--- src/rtl/trig_lut_arbiter.sv ---
// trig_lut_arbiter: round-robin arbiter that lets four requesters share one
// trig LUT, with a bounded wait on the LUT and a held response.
//
//   state | meaning
//   IDLE  | pick a requester round-robin, present req_ready to it
//   ISSUE | one-cycle lut_start with the captured angle
//   WAIT  | wait for lut_done, abort after TIMEOUT cycles
//   RESP  | hold the response until rsp_ready
module trig_lut_arbiter #(
  parameter int NUM_REQ = 4,
  parameter int TIMEOUT = 15
) (
  input  logic                   clk,
  input  logic                   rst,
  input  logic [NUM_REQ-1:0]     req_valid,
  input  logic [16*NUM_REQ-1:0]  req_angle,
  output logic [NUM_REQ-1:0]     req_ready,
  output logic                   lut_start,
  output logic [15:0]            lut_angle,
  input  logic [31:0]            lut_cos,
  input  logic [31:0]            lut_sin,
  input  logic                   lut_done,
  output logic                   rsp_valid,
  input  logic                   rsp_ready,
  output logic [1:0]             rsp_id,
  output logic [31:0]            rsp_cos,
  output logic [31:0]            rsp_sin,
  output logic                   rsp_err,
  output logic                   busy
);

  typedef enum logic [1:0] {IDLE, ISSUE, WAIT, RESP} state_t;

  state_t      state_q, state_d;
  logic [1:0]  last_grant_q, last_grant_d;
  logic [1:0]  id_q, id_d;
  logic [15:0] angle_q, angle_d;
  logic [3:0]  cnt_q, cnt_d;
  logic [31:0] cos_q, cos_d;
  logic [31:0] sin_q, sin_d;
  logic        err_q, err_d;

  logic        gnt_found;
  logic [1:0]  gnt_id;
  logic [1:0]  cand;

  // Round-robin search starting just after the last granted requester.
  always_comb begin
    gnt_found = 1'b0;
    gnt_id    = 2'd0;
    cand      = 2'd0;
    for (int k = 1; k <= 4; k++) begin
      cand = last_grant_q + 2'(k);
      if (!gnt_found && req_valid[cand]) begin
        gnt_found = 1'b1;
        gnt_id    = cand;
      end
    end
  end

  // Accept only the granted requester, only in IDLE and never during reset.
  always_comb begin
    req_ready = '0;
    if (state_q == IDLE && !rst && gnt_found)
      req_ready = {{(NUM_REQ-1){1'b0}}, 1'b1} << gnt_id;
  end

  // Next-state and datapath updates for the lookup sequence.
  always_comb begin
    state_d      = state_q;
    last_grant_d = last_grant_q;
    id_d         = id_q;
    angle_d      = angle_q;
    cnt_d        = cnt_q;
    cos_d        = cos_q;
    sin_d        = sin_q;
    err_d        = err_q;
    case (state_q)
      IDLE: begin
        if (gnt_found) begin
          id_d         = gnt_id;
          last_grant_d = gnt_id;
          angle_d      = req_angle[{gnt_id, 4'b0000} +: 16];
          state_d      = ISSUE;
        end
      end
      ISSUE: begin
        cnt_d   = 4'd0;
        state_d = WAIT;
      end
      WAIT: begin
        // lut_done wins over a timeout landing on the same cycle.
        if (lut_done) begin
          cos_d   = lut_cos;
          sin_d   = lut_sin;
          err_d   = 1'b0;
          state_d = RESP;
        end else begin
          cnt_d = cnt_q + 4'd1;
          if (cnt_q == 4'(TIMEOUT - 1)) begin
            cos_d   = 32'd0;
            sin_d   = 32'd0;
            err_d   = 1'b1;
            state_d = RESP;
          end
        end
      end
      RESP: begin
        if (rsp_ready) state_d = IDLE;
      end
      default: state_d = IDLE;
    endcase
  end

  // State register; reset abandons any lookup in flight.
  always_ff @(posedge clk) begin
    if (rst) begin
      state_q      <= IDLE;
      last_grant_q <= 2'd3;
      id_q         <= 2'd0;
      angle_q      <= 16'd0;
      cnt_q        <= 4'd0;
      cos_q        <= 32'd0;
      sin_q        <= 32'd0;
      err_q        <= 1'b0;
    end else begin
      state_q      <= state_d;
      last_grant_q <= last_grant_d;
      id_q         <= id_d;
      angle_q      <= angle_d;
      cnt_q        <= cnt_d;
      cos_q        <= cos_d;
      sin_q        <= sin_d;
      err_q        <= err_d;
    end
  end

  assign lut_start = (state_q == ISSUE);
  assign lut_angle = (state_q == ISSUE || state_q == WAIT) ? angle_q : 16'd0;
  assign rsp_valid = (state_q == RESP);
  assign rsp_id    = id_q;
  assign rsp_cos   = cos_q;
  assign rsp_sin   = sin_q;
  assign rsp_err   = err_q;
  assign busy      = (state_q != IDLE);

endmodule

--- config.mk ---
export PLATFORM = sky130hd
export DESIGN_NAME = trig_lut_arbiter
export DESIGN_NICKNAME = d
export VERILOG_FILES = /design/src/rtl/trig_lut_arbiter.sv
export SDC_FILE = /design/constraint.sdc
export NUM_CORES = 1
export LEC_CHECK = 0
export ABC_AREA = 0
export CAP_MARGIN = 10
export CORE_MARGIN = 4
export CORE_UTILIZATION = 35
export DETAILED_ROUTE_END_ITERATION = 8
export PLACE_DENSITY = 0.74
export SLEW_MARGIN = 0
export SYNTH_ARGS = -nofsm -noshare
export SYNTH_HDL_FRONTEND = slang
export SYNTH_SLANG_ARGS = --single-unit
export TNS_END_PERCENT = 10
--- constraint.sdc ---
create_clock -name clk -period 1.95 [get_ports clk]
set_input_delay 0.2925 -clock clk [delete_from_list [all_inputs] [get_ports clk]]
set_output_delay 0.2925 -clock clk [all_outputs]
set_load 0.05 [all_outputs]
==> impl_metrics.json <==
{
  "status": "finished with violations",
  "failed_checks": "setup timing",
  "ys_ff_latch": 91,
  "finalNetCount": 843,
  "max_slew.worst_pin.slew_ns": 0.555,
  "fin_cells": 844,
  "start_util": 0.365,
  "rsz0062_at_grt": "yes",
  "cellInternalPower_w": 0.00527,
  "antenna_found_initial": 0,
  "clk_transition_reported_paths_ns": 0.07,
  "r2r_slack_ns": 0.05,
  "syn_area_um2": 4040,
  "globalRouteOverflowTotal": 0,
  "portBuffers": 225,
  "multi_input_area_um2": 2140,
  "die_area_um2": 13300,
  "holdPathEnd": "rsp_id[1]$_SDFFE_PP0P_",
  "ioPinCount": 226,
  "synth_async_sr_flop_share": 0,
  "num_rows": 38,
  "final_cell_area_um2": 7430,
  "cts.sinks": 91,
  "drt-total-wl_um": 15300,
  "crit_path_end_kind": "output pin",
  "dp.cells": 812,
  "grt.total_usage": 0.217,
  "yosysSeqAreaShare": 0.451,
  "synth_area_leader_cell": "dfxtp_1",
  "p_comb_frac": 0.520,
  "fmax_mhz": 462,
  "area_delta_synth_final_pct": 83.7,
  "fin_util": 0.670,
  "routabilityCongestion": 0.832,
  "crit_fanout": 3,
  "ys_top_cells_by_area": "dfxtp_1 45%, a22oi_1 12%, nor2_1 8.0%",
  "dr.pass1.iters": 5,
  "final.min_clock_period_ns": 2.16,
  "min_from": "rsp_id[1]$_SDFFE_PP0P_",
  "clock_latency_ns": 0.34,
  "period_share": 1.11,
  "setup_viol": 4,
  "yosysUniqueCellTypes": 44,
  "clockPowerShare": 0.206,
  "required_ns": 1.66,
  "synth_nets": 587,
  "grt_first_pass_wirelength_um": 22900,
  "yosys.area.top_type_share": 0.451,
  "critPathKind": "reg2out",
  "min_path_cells": 2,
  "drv_cap": 0,
  "fin_ws_ns": -0.214,
  "core_area_um2": 11100,
  "place_ws_ns": -0.335,
  "synth_cells": 444,
  "post-synth-top-count-cell": "dfxtp_1",
  "hold_path.class": "reg2reg",
  "synth_commonest_cells": "91 x dfxtp_1, 86 x nor2_1, 64 x a22oi_1",
  "yosys_warnings": 0,
  "ctsHoldBuffers": 0,
  "tritoncts": "built",
  "synth_edf_count": 0,
  "swShare": 0.395,
  "ant_nets": 0,
  "drive_gt1_frac": 0.185,
  "cts-buffers-inserted": 9,
  "r2r_cells": 10,
  "skew_ns": 0.00559,
  "drc": 0,
  "avgSynthCellArea_um2": 9.11,
  "crit_arrival_ns": 1.87,
  "place_area_um2": 6880,
  "n_fill_cell": 872,
  "die_y_um": 115,
  "grt_start_max_net_pins": 49,
  "final_hold_viol_count": 0,
  "drt-wirelength-per-cell_um": 18.2,
  "fp.dieW_um": 115,
  "root_buffer": "clkbuf_16",
  "finalPower_w": 0.00870,
  "maxSlewHeadroom": 0.629,
  "clk_path_buf_depth": 2,
  "maxSlewViolCount": 0,
  "seq_power_share": 0.274,
  "r2r_end": "angle_q[14]$_SDFFE_PP0P_",
  "dpl.hpwl_um": 10900,
  "final-seq-area_um2": 1820,
  "critPathLaunchType": "flop",
  "switchingPower_w": 0.00344,
  "drt_iter0_markers": 220,
  "vias_per_cell": 5.30,
  "r2r_start": "last_grant_q[0]$_SDFFE_PP1P_",
  "vias": 4471,
  "grt_pass1_vias": 4493,
  "diodes": 0,
  "cts_max_level": 3,
  "ir_drop_mv": 0.605,
  "synth_ff_type": "dfxtp_1",
  "total_leakage_power_nw": 2.88,
  "power_density_nw_per_um2": 1170
}
## registers in the layout (all words and copies together) (netlist names)
| name | cells |
|---|---|
| rsp_err | 1 |
| state_q | 2 |
| angle_q | 16 |
| last_grant_q | 2 |
| rsp_cos | 32 |
| cnt_q | 4 |
| rsp_sin | 32 |
| rsp_id | 2 |
## metal layers
layer	global-route usage	vias up	routed length [µm]
li1	-	2118	-
met1	0.245	2133	5920
met5	0	-	0
met4	0.0798	0	281
met2	0.372	202	7600
met3	0.0820	18	1510
## cells in the final DEF, fill, tap and decap left out, types with 2 or more instances in the layout
cell,instances
clkdlybuf4s50_1,198
dfxtp_1,89
nor2_1,79
a22oi_1,64
buf_4,47
buf_12,25
nand2_1,20
mux2i_1,18
and2_1,16
nand4_1,16
o31ai_1,15
o211ai_1,14
clkbuf_16,11
a21bo_1,9
nor2_4,6
a21bo_2,6
ha_1,5
inv_2,4
a21oi_1,4
inv_1,3
o21ai_1,3
nand2b_1,3
inv_6,3
dlygate4sd2_1,3
buf_6,3
nor2b_1,2
a21o_1,2
nor4_4,2
nor2_2,2
nor3_1,2
a311oi_1,2
dfxtp_2,2
## logic make-up after synthesis
logic type      count (synthesis)  share of synthesized area
mux                            18                     0.0446
fa+ha+maj                       7                     0.0217
compound gates                130                      0.252
flops                          91                      0.451
buf+inv                        42                     0.0470
simple gates                  156                      0.184
## layout make-up
type / count / area share
clock buffers: 9 / 0.0303
clock inverters: 6 / 0.00977
inverters: 8 / 0.00455
multi-input cells: 311 / 0.289
flip-flops and latches: 91 / 0.246
well taps: 140 / 0.0236
repair buffers: 279 / 0.397
## power by group through the flow
stage / registers [W] / logic [W] / clock network (W)
after floorplan: 0.00287 / 0.00192 / 0
after CTS: 0.00238 / 0.00436 / 0.00184
after global routing: 0.00243 / 0.00477 / 0.00191
after global placement: 0.00240 / 0.00415 / 0
after detailed placement: 0.00241 / 0.00421 / 0
final: 0.00239 / 0.00452 / 0.00179
## through the flow
stage | hold slack, ns | TNS [ns]
after global routing | 0.479 | -1.03
after floorplan | 0.425 | -0.254
final | 0.461 | -0.637
after CTS | 0.461 | -0.833
after detailed placement | 0.450 | -5.28
after global placement | 0.436 | -4.01
## worst max-delay path by stage
stage,to,cells after the start,slack [ns],startpoint
after floorplan,req_ready[0],7,-0.13,state_q[0]$_SDFFE_PP0P_
after global placement,req_ready[0],8,-0.29,req_valid[3]
after detailed placement,req_ready[0],8,-0.33,req_valid[3]
after CTS,req_ready[1],8,-0.24,state_q[0]$_SDFFE_PP0P_
after global routing,req_ready[0],8,-0.31,state_q[1]$_SDFFE_PP0P_
final,req_ready[1],8,-0.21,last_grant_q[0]$_SDFFE_PP1P_
## critical path, cell delays in order (launching register included)
cell,delay [ns]
dfxtp_2,0.36
buf_6,0.11
nor2b_4,0.04
o221a_4,0.25
nor4_4,0.20
buf_4,0.18
clkinvlp_4,0.13
nor2_4,0.12
buf_12,0.14
## repair_timing
item | 4_1_cts | 5_1_grt
buffers inserted | 5 | 10
setup endpoints to repair | 20 | 59
gates cloned | 0 | 2
gates resized for setup | 14 | 13
pin swaps | 2 | 2
Power figures use the tool's default switching activity.
